**src/rtl/ras_circ.sv**
```systemverilog
// Circular return-address stack with checkpoint/restore of pointer and count.
// Pushes beyond capacity overwrite the oldest entry; the top entry is read combinationally.
module ras_circ #(
  parameter int unsigned XLEN  = 32,
  parameter int unsigned DEPTH = 2
) (
  input  logic                       clk_i,
  input  logic                       rst_i,
  input  logic                       flush_i,
  input  logic                       push_i,
  input  logic [XLEN-1:0]            push_addr_i,
  input  logic                       pop_i,
  input  logic                       restore_i,
  input  logic [$clog2(DEPTH)-1:0]   restore_ptr_i,
  input  logic [$clog2(DEPTH):0]     restore_cnt_i,
  output logic [XLEN-1:0]            top_o,
  output logic                       top_valid_o,
  output logic [$clog2(DEPTH)-1:0]   ckpt_ptr_o,
  output logic [$clog2(DEPTH):0]     ckpt_cnt_o,
  output logic                       overflow_o,
  output logic                       underflow_o
);

  localparam int unsigned PW = $clog2(DEPTH);
  localparam int unsigned CW = PW + 1;

  logic [XLEN-1:0] r_mem [DEPTH];
  logic [PW-1:0]   r_ptr;
  logic [CW-1:0]   r_cnt;
  logic            r_ovf;
  logic            r_unf;

  logic [PW-1:0]   w_ptr_nxt;
  logic [CW-1:0]   w_cnt_nxt;
  logic            w_we;
  logic [PW-1:0]   w_waddr;
  logic            w_ovf_nxt;
  logic            w_unf_nxt;
  logic            w_full;
  logic            w_empty;

  assign w_full  = (r_cnt == CW'(DEPTH));
  assign w_empty = (r_cnt == '0);

  // Next-state decode in priority order: flush, restore, then push/pop.
  always_comb begin
    w_ptr_nxt = r_ptr;
    w_cnt_nxt = r_cnt;
    w_we      = 1'b0;
    w_waddr   = r_ptr;
    w_ovf_nxt = 1'b0;
    w_unf_nxt = 1'b0;
    if (flush_i) begin
      w_ptr_nxt = '0;
      w_cnt_nxt = '0;
    end else if (restore_i) begin
      w_ptr_nxt = restore_ptr_i;
      w_cnt_nxt = (restore_cnt_i > CW'(DEPTH)) ? CW'(DEPTH) : restore_cnt_i;
    end else if (push_i && pop_i && !w_empty) begin
      w_we    = 1'b1;
      w_waddr = r_ptr;
    end else if (push_i) begin
      w_ptr_nxt = r_ptr + PW'(1);
      w_we      = 1'b1;
      w_waddr   = r_ptr + PW'(1);
      if (w_full) begin
        w_ovf_nxt = 1'b1;
      end else begin
        w_cnt_nxt = r_cnt + CW'(1);
      end
    end else if (pop_i) begin
      if (w_empty) begin
        w_unf_nxt = 1'b1;
      end else begin
        w_ptr_nxt = r_ptr - PW'(1);
        w_cnt_nxt = r_cnt - CW'(1);
      end
    end
  end

  always_ff @(posedge clk_i) begin
    if (rst_i) begin
      r_ptr <= '0;
      r_cnt <= '0;
      r_ovf <= 1'b0;
      r_unf <= 1'b0;
      for (int i = 0; i < int'(DEPTH); i++) begin
        r_mem[i] <= '0;
      end
    end else begin
      r_ptr <= w_ptr_nxt;
      r_cnt <= w_cnt_nxt;
      r_ovf <= w_ovf_nxt;
      r_unf <= w_unf_nxt;
      if (w_we) begin
        r_mem[w_waddr] <= push_addr_i;
      end
    end
  end

  assign top_o       = r_mem[r_ptr];
  assign top_valid_o = !w_empty;
  assign ckpt_ptr_o  = r_ptr;
  assign ckpt_cnt_o  = r_cnt;
  assign overflow_o  = r_ovf;
  assign underflow_o = r_unf;

endmodule

```
**config.mk**
```make
export PLATFORM = sky130hd
export DESIGN_NAME = ras_circ
export DESIGN_NICKNAME = d
export VERILOG_FILES = /design/src/rtl/ras_circ.sv
export SDC_FILE = /design/constraint.sdc
export NUM_CORES = 1
export LEC_CHECK = 0
export BUFFER_PORTS_ARGS = -buffer_cell sky130_fd_sc_hd__buf_2
export CAP_MARGIN = 15
export CORE_UTILIZATION = 40
export DETAILED_ROUTE_END_ITERATION = 10
export GPL_ROUTABILITY_DRIVEN = 0
export PLACE_DENSITY = 0.62
export SYNTH_ARGS = -nofsm -noshare
export SYNTH_HDL_FRONTEND = slang
export SYNTH_SLANG_ARGS = --single-unit
export TNS_END_PERCENT = 10
```
**constraint.sdc**
```tcl
create_clock -name clk_i -period 2.29 [get_ports clk_i]
set_input_delay 0.3435 -clock clk_i [delete_from_list [all_inputs] [get_ports clk_i]]
set_output_delay 0.3435 -clock clk_i [all_outputs]
set_load 0.1 [all_outputs]
```
==> results of run 1 <==
==> routing by layer <==
layer | vias up | routed length, um | share of wire (%)
li1 | 1145 | - | -
met1 | 1138 | 3242 | 44
met2 | 61 | 3650 | 50
met3 | 7 | 324 | 4.4
met4 | 0 | 80 | 1.1
met5 | - | 0 | 0
==> critical path, cell delays in order, from the launching register on <==
cell	delay, ns
sky130_fd_sc_hd__dfxtp_2	0.53
sky130_fd_sc_hd__buf_12	0.23
sky130_fd_sc_hd__mux2_2	0.37
sky130_fd_sc_hd__buf_2	0.30
==> report_power, final <==
group	leakage (nW)	switching, mW	internal [mW]
clock	0.104	0.463	0.606
combinational	0.902	0.527	0.140
sequential	0.713	0.0230	1.45
total	1.72	1.01	2.19
==> metrics by stage <==
stage               area, um2  TNS [ns]
floorplan                3528    -2.647
global placement         4024         0
detailed placement       4024         0
CTS                      4237         0
global route             4237         0
finish                   4237         0
==> cell usage after synthesis (2+ instances only) <==
cell type	count
sky130_fd_sc_hd__nand2_1	32
sky130_fd_sc_hd__buf_2	9
sky130_fd_sc_hd__nand3_1	2
sky130_fd_sc_hd__a21oi_2	7
sky130_fd_sc_hd__mux2_1	7
sky130_fd_sc_hd__inv_1	3
sky130_fd_sc_hd__a21oi_1	27
sky130_fd_sc_hd__nor2_1	4
sky130_fd_sc_hd__o211ai_1	2
sky130_fd_sc_hd__ha_1	2
sky130_fd_sc_hd__buf_4	6
sky130_fd_sc_hd__buf_6	5
sky130_fd_sc_hd__mux2i_1	2
sky130_fd_sc_hd__or2_2	2
sky130_fd_sc_hd__edfxtp_1	64
sky130_fd_sc_hd__nor3_1	6
sky130_fd_sc_hd__nand4b_1	2
sky130_fd_sc_hd__o21ai_0	4
sky130_fd_sc_hd__clkbuf_1	3
sky130_fd_sc_hd__nor3_2	27
sky130_fd_sc_hd__dfxtp_1	6
sky130_fd_sc_hd__mux2_2	25
sky130_fd_sc_hd__nor2b_1	3
==> worst paths after layout <==
check,end,cells past startpoint,slack [ns]
setup reg to reg,r_mem[0][22],5,0.61
hold reg to reg,register,2,0.53
setup / recovery,top_o[5],3,0.17
hold / removal,ckpt_cnt_o[1],3,0.25
==> cell families after synthesis <==
group,after synthesis,synth area share [%]
AND/OR/NAND/NOR,88,16.60
flip-flops,70,58.12
AO/OA/AOI/OAI,46,8.440
multiplexers,34,10.83
buffers and inverters,28,5.056
adder cells (fa/ha/maj),2,0.7121
XOR/XNOR,1,0.2493
==> state kept, by name, summed over array words and instances (netlist names), named ones only <==
signal	count
r_mem	64
ckpt_cnt_o	2
ckpt_ptr_o	1
overflow_o	1
underflow_o	1
==> cell type report <==
type | count | area share, %
Clock buffer | 9 | 2.924
Tap cell | 105 | 3.101
Clock inverter | 7 | 2.097
Inverter | 3 | 0.2658
Timing Repair Buffer | 92 | 11.99
Multi-Input combinational cell | 171 | 31.13
Sequential cell | 70 | 48.49
==> results.json, run 1 <==
{
  "cts_resized": 0,
  "worst_ep_required_time_ns": 1.95,
  "grt.met3_usage_pct": 3.397,
  "initial_drt_pass_iterations": 4,
  "power_density_nw_per_um2": 756.9,
  "synth-seq-area-share_pct": 58.12,
  "drtAntennaViolNets": 0,
  "timing.max_slew.rel_slack_pct": 67.47,
  "end_kind": "output pin",
  "final_slew_violations": 0,
  "rsz0062_at_grt": "no",
  "r2r-start": "ckpt_ptr_o",
  "area_occupied_by_multi_input_gates_um2": 1319,
  "cts.sink_count": 70,
  "ioPinCount": 79,
  "synthToLayoutAreaGrowth_pct": 20.58,
  "number_of_remaining_drc_errors": 0,
  "pre_cts_slack_ns": 0.3415,
  "postCtsHoldBufs": 0,
  "cts.path.max_buffers": 2,
  "achievable-frequency_ghz": 0.4722,
  "postRouteWirelength_um": 7298,
  "area.sequential_um2": 2054,
  "nets": 390,
  "leakage_nw": 1.720,
  "dieHeight_um": 95.72,
  "die_area_um2": 9162,
  "grt_remaining_overflow": 0,
  "clkTransAtPathRegs_ns": 0.07,
  "finalClockSkew_ns": 0.005604,
  "synth_fp_nets": 312,
  "routed-via-count": 2351,
  "initialDrtViolationCount": 91,
  "synth-main-ff-cell": "sky130_fd_sc_hd__edfxtp_1",
  "antenna_found_initial": 0,
  "synth.yosys.warnings": 0,
  "layout.cells.non_filler": 457,
  "synth_area_leader_cell": "sky130_fd_sc_hd__edfxtp_1",
  "pin_slew_with_the_least_headroom_to_its_limit_ns": 0.4913,
  "timing.final.crit_share_pct": 92.47,
  "cts_tree": "built",
  "synth_largest_type_area_fraction_pct": 54.70,
  "number_of_cts_inserted_buffers": 9,
  "setup_viol": 0,
  "outcome": "completed",
  "grt_busiest_layer": "met2",
  "critPathMaxFanout": 22,
  "sum_of_internal_switching_and_leakage_power_mw": 3.207,
  "fp-row-count": 33,
  "grt_start_max_net_pins": 33,
  "synth-async-reset-ratio_pct": 0,
  "first_global_vias": 2346,
  "timing.final.ws_setup_ns": 0.1724,
  "syn-cell-area_um2": 3513,
  "cap_violations": 0,
  "placeableCoreArea_um2": 8341,
  "initial_utilization_pct": 42.12,
  "crit_path_start_kind": "register",
  "timing_worst_setup_path_type": "reg -> out",
  "netlist_instances": 269,
  "ys_ff_latch": 70,
  "timing.final.crit_period_ns": 2.118,
  "globalRouteTotalUtil_pct": 16.80,
  "irDropWorstVdd_uv": 279.9,
  "layout-drive-gt1-share_pct": 51.42,
  "grt_use_met1_pct": 20.29,
  "cp.arrival_ns": 1.77,
  "numPlacedInstances": 441,
  "syn_area_per_cell_um2": 13.06,
  "grt_pass1_wl_um": 11260,
  "synth_area_leaders": "sky130_fd_sc_hd__edfxtp_1 55%, sky130_fd_sc_hd__mux2_2 8.0%, sky130_fd_sc_hd__nor3_2 7.7%",
  "routedWlPerCell_um": 15.97,
  "num-fill-cells": 785,
  "post-cts-setup-buffers": 0,
  "fp.dieW_um": 95.72,
  "finalCoreUtilization_pct": 50.80,
  "vias_per_cell": 5.144,
  "numPortBuffers": 78,
  "timing.hold.worst.class": "in -> reg",
  "commonest_cells_after_routing_fill_and_taps_aside": "78 x sky130_fd_sc_hd__buf_2, 64 x sky130_fd_sc_hd__edfxtp_1, 32 x sky130_fd_sc_hd__nand2_1",
  "detailed_place_hpwl_um": 4661,
  "clk_root_buffer_cell": "sky130_fd_sc_hd__clkbuf_8",
  "min-delay-start": "restore_cnt_i[1]",
  "diodes": 0,
  "ys_types": 42,
  "h_tree_depth_reported_by_cts": 3,
  "synth-edff-count": 64,
  "source_to_sink_clock_delay_at_the_later_pin_of_the_worst_skew_pair_ns": 0.34,
  "finalHoldWorstSlack_ns": 0.2542,
  "hold_viol": 0,
  "mostFrequentLayoutCell": "sky130_fd_sc_hd__buf_2",
  "groute.layer.met2.usage_pct": 28.99
}
(Power assumes the default switching activity.)
==> inputs of run 2 (changes only) <==
Settings changed: CORE_UTILIZATION 40 to 49, PLACE_DENSITY 0.62 to 0.74.
==> run 2 against run 1 <==
Net effect: combinational power about the same; sequential power about the same; via count up 0.64%; count of clock-buffer cells in the layout up 1; sequential cell count unchanged; sequential share of layout area up 0.16 points; global-route usage up 3.1 points; critical path type unchanged; critical endpoint is now top_o[1].
==> results.json, run 2 (synthesis results as in run 1) <==
{
  "antenna_found_initial": 0,
  "synthToLayoutAreaGrowth_pct": 20.19,
  "grt_busiest_layer": "met2",
  "p_sw_mw": 0.9881,
  "finalClockSkew_ns": 0.01001,
  "timing_worst_setup_path_type": "reg -> out",
  "p_seq_share_pct": 46.2,
  "power_report.internal_total_mw": 2.192,
  "commonest_cells_after_routing_fill_and_taps_aside": "78 x sky130_fd_sc_hd__buf_2, 64 x sky130_fd_sc_hd__edfxtp_1, 32 x sky130_fd_sc_hd__nand2_1",
  "h_tree_depth_reported_by_cts": 3,
  "postCtsHoldBufs": 0,
  "irDropWorstVdd_uv": 313.1,
  "end_kind": "output pin",
  "cts.sink_count": 70,
  "timing.final.crit_share_pct": 87.63,
  "regMostFlops": "r_mem",
  "final_slew_violations": 0,
  "r2r-start": "ckpt_ptr_o",
  "comb_power_share_pct": 21.0,
  "nets": 391,
  "die_area_um2": 7513,
  "timing.hold.worst.class": "in -> reg",
  "groute.layer.met2.usage_pct": 32.54,
  "drtAntennaViolNets": 0,
  "number_of_cts_inserted_buffers": 9,
  "layout-drive-gt1-share_pct": 51.70,
  "clkTransAtPathRegs_ns": 0.07,
  "ioPinCount": 79,
  "first_global_vias": 2342,
  "placeableCoreArea_um2": 6869,
  "grt_use_met1_pct": 25.55,
  "hold_viol": 0,
  "source_to_sink_clock_delay_at_the_later_pin_of_the_worst_skew_pair_ns": 0.34,
  "setup_viol": 0,
  "pin_slew_with_the_least_headroom_to_its_limit_ns": 0.4908,
  "detailed_place_hpwl_um": 4652,
  "rsz0062_at_grt": "no",
  "routedWlPerCell_um": 15.71,
  "cap_violations": 0,
  "num-fill-cells": 587,
  "leakage_nw": 1.724,
  "grt_start_max_net_pins": 27,
  "initialDrtViolationCount": 136,
  "fp.dieW_um": 86.68,
  "clk_root_buffer_cell": "sky130_fd_sc_hd__clkbuf_8",
  "worstReg2RegEnd": "r_mem[0][21]",
  "outcome": "completed",
  "post-cts-setup-buffers": 0,
  "vias_per_cell": 5.281,
  "grt.met3_usage_pct": 4.762,
  "worst_r2r_path_depth": 5,
  "power_switching_share_pct": 31.07,
  "fp-row-count": 30,
  "finalHoldWorstSlack_ns": 0.2549,
  "achievable-frequency_ghz": 0.4983,
  "diodes": 0,
  "timing.max_slew.rel_slack_pct": 67.51,
  "finalCoreUtilization_pct": 61.48,
  "power_density_nw_per_um2": 753.1,
  "initial_drt_pass_iterations": 4,
  "cts_tree": "built",
  "grt_remaining_overflow": 0,
  "dieHeight_um": 86.68,
  "routed-via-count": 2366,
  "initial_utilization_pct": 51.15,
  "crit_path_end": "top_o[1]",
  "pwr-share-clk_pct": 32.8,
  "grt_pass1_wl_um": 11270,
  "cts.path.max_buffers": 2,
  "cts_resized": 0,
  "worst_ep_required_time_ns": 1.95,
  "number_of_remaining_drc_errors": 0,
  "numPortBuffers": 78,
  "postRouteWirelength_um": 7039,
  "number_of_flip_flops_under_the_largest_register_name": 64,
  "mostFrequentLayoutCell": "sky130_fd_sc_hd__buf_2",
  "cp.arrival_ns": 1.66,
  "critPathMaxFanout": 26,
  "timing.final.crit_period_ns": 2.007,
  "crit_path_start_kind": "register",
  "timing.reg2reg.setup_slack_ns": 0.54,
  "globalRouteTotalUtil_pct": 19.91
}
## run 2: worst min path at each step
stage	start	endpoint	slack, ns	cells past startpoint
2_1_floorplan	restore_cnt_i[1]	ckpt_cnt_o[1]	0.48	2
3_3_place_gp	ckpt_ptr_o	ckpt_ptr_o	0.53	2
3_5_place_dp	ckpt_ptr_o	ckpt_ptr_o	0.54	2
4_1_cts	restore_cnt_i[1]	ckpt_cnt_o[1]	0.25	3
5_1_grt	restore_cnt_i[1]	ckpt_cnt_o[1]	0.26	3
6_report	restore_cnt_i[1]	ckpt_cnt_o[1]	0.25	3
## run 2: routing by layer
metal	wire [um]	vias up	part of all wire (%)
li1	-	1150	-
met1	3118	1137	44
met3	284	10	4.0
met2	3512	69	50
met4	123	0	1.7
met5	0	-	0
## run 2: power by group through the flow
stage          Sequential [mW]  Combinational [mW]  Clock [mW]
6_report                  1.47               0.669        1.04
5_1_grt                   1.48               0.697        1.12
4_1_cts                   1.47               0.673        1.06
3_5_place_dp              1.50               0.671           0
3_3_place_gp              1.50               0.666           0
2_1_floorplan             1.51               0.530           0
## run 2: worst max-delay path, stage by stage (launching register included)
cell and delay [ns]:
sky130_fd_sc_hd__dfxtp_2 0.44, sky130_fd_sc_hd__buf_12 0.22, sky130_fd_sc_hd__mux2_2 0.37, sky130_fd_sc_hd__buf_2 0.29
## run 2: cell type report
| cell class | instances | area (um2) | area share, % |
|---|---|---|---|
| flip-flops and latches | 70 | 2054 | 48.65 |
| multi-input cells | 171 | 1319 | 31.23 |
| repair buffers | 93 | 515.5 | 12.21 |
| clock buffers | 10 | 127.6 | 3.022 |
| well taps | 96 | 120.1 | 2.844 |
| clock inverters | 5 | 75.07 | 1.778 |
| inverters | 3 | 11.26 | 0.2667 |
## run 2: per-stage QoR
stage / std cells / total power [mW] / TNS (ns) / area (um2) / worst slack [ns]
detailed placement: 433 / 2.170 / 0 / 4020 / 0.3484
finish: 448 / 3.180 / 0 / 4223 / 0.2832
global route: 448 / 3.290 / 0 / 4223 / 0.2202
floorplan: 269 / 2.037 / -2.647 / 3528 / -0.08273
global placement: 433 / 2.162 / 0 / 4020 / 0.3954
CTS: 448 / 3.204 / 0 / 4223 / 0.2554
==> inputs of run 3 (changes only) <==
--- a/constraint.sdc
+++ b/constraint.sdc
@@ -3,2 +3,2 @@
 set_output_delay 0.3435 -clock clk_i [all_outputs]
-set_load 0.1 [all_outputs]
+set_load 0.05 [all_outputs]
==> run 3 against run 2 <==
Net effect: clock power shrank 14%; hold slack gained 0.0013 ns; combinational power shrank 28%; critical endpoint is now top_o[2]; largest power group unchanged; highest routed layer unchanged.
==> results.json, run 3 (synthesis results as in run 1) <==
{
  "fp.dieW_um": 86.68,
  "ioPinCount": 79,
  "cap_violations": 0,
  "fp-row-count": 30,
  "power_report.internal_total_mw": 2.078,
  "clk_root_buffer_cell": "sky130_fd_sc_hd__clkbuf_8",
  "initial_utilization_pct": 51.15,
  "rsz0062_at_grt": "no",
  "postRouteWirelength_um": 6965,
  "commonest_cells_after_routing_fill_and_taps_aside": "78 x sky130_fd_sc_hd__buf_2, 64 x sky130_fd_sc_hd__edfxtp_1, 32 x sky130_fd_sc_hd__nand2_1",
  "power_switching_share_pct": 27.10,
  "worst_ep_required_time_ns": 1.95,
  "timing.hold.worst.class": "in -> reg",
  "outcome": "completed",
  "routed-via-count": 2375,
  "synthToLayoutAreaGrowth_pct": 18.73,
  "layout.cells.non_filler": 444,
  "antenna_found_initial": 0,
  "cp.arrival_ns": 1.70,
  "grt_start_max_net_pins": 33,
  "finalClockSkew_ns": 0.008047,
  "dieHeight_um": 86.68,
  "initialDrtViolationCount": 111,
  "final_slew_violations": 0,
  "vias_per_cell": 5.349,
  "achievable-frequency_ghz": 0.4884,
  "initial_drt_pass_iterations": 4,
  "p_sw_mw": 0.7724,
  "globalRouteTotalUtil_pct": 19.63,
  "cts.sink_count": 70,
  "number_of_cts_inserted_buffers": 9,
  "leakage_nw": 1.693,
  "number_of_remaining_drc_errors": 0,
  "route.met3.wl_um": 391,
  "timing.final.ws_setup_ns": 0.2423,
  "postCtsHoldBufs": 0,
  "critPathMaxFanout": 18,
  "number_of_flip_flops_under_the_largest_register_name": 64,
  "grt_remaining_overflow": 0,
  "setup_viol": 0,
  "numPortBuffers": 78,
  "p_seq_share_pct": 51.8,
  "placeableCoreArea_um2": 6869,
  "routedWlPerCell_um": 15.69,
  "crit_path_start_kind": "register",
  "diodes": 0,
  "cts.path.max_buffers": 2,
  "crit_path_end": "top_o[2]",
  "layout-drive-gt1-share_pct": 50.29,
  "hold_viol": 0,
  "r2r-start": "ckpt_ptr_o",
  "nets": 388,
  "worstReg2RegEnd": "r_mem[0][20]",
  "regMostFlops": "r_mem",
  "source_to_sink_clock_delay_at_the_later_pin_of_the_worst_skew_pair_ns": 0.33,
  "timing_worst_setup_path_type": "reg -> out",
  "cts_tree": "built",
  "worst_r2r_path_depth": 5,
  "first_global_vias": 2342,
  "drtAntennaViolNets": 0,
  "cts_resized": 0,
  "pin_slew_with_the_least_headroom_to_its_limit_ns": 0.4287,
  "h_tree_depth_reported_by_cts": 3,
  "pwr-share-clk_pct": 31.3,
  "numPlacedInstances": 430,
  "timing.max_slew.rel_slack_pct": 71.42,
  "clkTransAtPathRegs_ns": 0.07,
  "post-cts-setup-buffers": 0,
  "grt_pass1_wl_um": 10940,
  "die_area_um2": 7513,
  "power_density_nw_per_um2": 683.2,
  "finalCoreUtilization_pct": 60.73,
  "setup-tns-final_ns": 0,
  "met1_length_um": 2987,
  "timing.final.crit_period_ns": 2.048,
  "comb_power_share_pct": 16.9,
  "end_kind": "output pin",
  "pre_cts_slack_ns": 0.3723,
  "timing.final.crit_share_pct": 89.42,
  "irDropWorstVdd_uv": 255.5,
  "detailed_place_hpwl_um": 4448,
  "highest_layer": "met4",
  "mostFrequentLayoutCell": "sky130_fd_sc_hd__buf_2",
  "timing.reg2reg.setup_slack_ns": 0.55,
  "wl_met2_um": 3442
}
## run 3: per-layer routing
layer  track usage (%)  up-vias
li1                  -     1143
met1             25.08     1129
met2             31.96       89
met3             4.667       14
met4             8.636        0
met5                 0        -
## run 3: worst max-delay path, cell delays in order (launching register included)
cell and delay [ns]:
sky130_fd_sc_hd__dfxtp_2 0.58, sky130_fd_sc_hd__buf_12 0.22, sky130_fd_sc_hd__mux2_2 0.36, sky130_fd_sc_hd__buf_2 0.21
## run 3: layout make-up
cell class | instances | area [um2]
tap | 96 | 120.1
multi-input combinational | 171 | 1319
sequential | 70 | 2047
clock buffer | 11 | 131.4
fill | 558 | 2698
timing repair buffer | 90 | 505.5
inverter | 3 | 11.26
clock inverter | 3 | 37.54
## run 3: power groups by stage
stage	logic (mW)	clock network, mW	registers (mW)
after detailed placement	0.484	0	1.50
after global routing	0.509	0.957	1.48
final	0.481	0.893	1.48
after CTS	0.485	0.908	1.48
after floorplan	0.355	0	1.50
after global placement	0.479	0	1.50
## run 3: stage by stage
stage,instance area (um2),hold slack [ns],total power [mW]
6_report,4172,0.2561,2.850
5_1_grt,4172,0.2787,2.948
4_1_cts,4172,0.2530,2.870
3_5_place_dp,4003,0.5552,1.988
3_3_place_gp,4003,0.5389,1.980
2_1_floorplan,3521,0.4821,1.854
## run 3: how the worst min path moves through the flow
stage / from / endpoint / cells after the start
global route: restore_cnt_i[1] / ckpt_cnt_o[1] / 3
floorplan: restore_cnt_i[1] / ckpt_cnt_o[1] / 2
CTS: restore_cnt_i[1] / ckpt_cnt_o[1] / 3
global placement: ckpt_ptr_o / ckpt_ptr_o / 2
finish: restore_cnt_i[1] / ckpt_cnt_o[1] / 3
detailed placement: ckpt_ptr_o / ckpt_ptr_o / 2
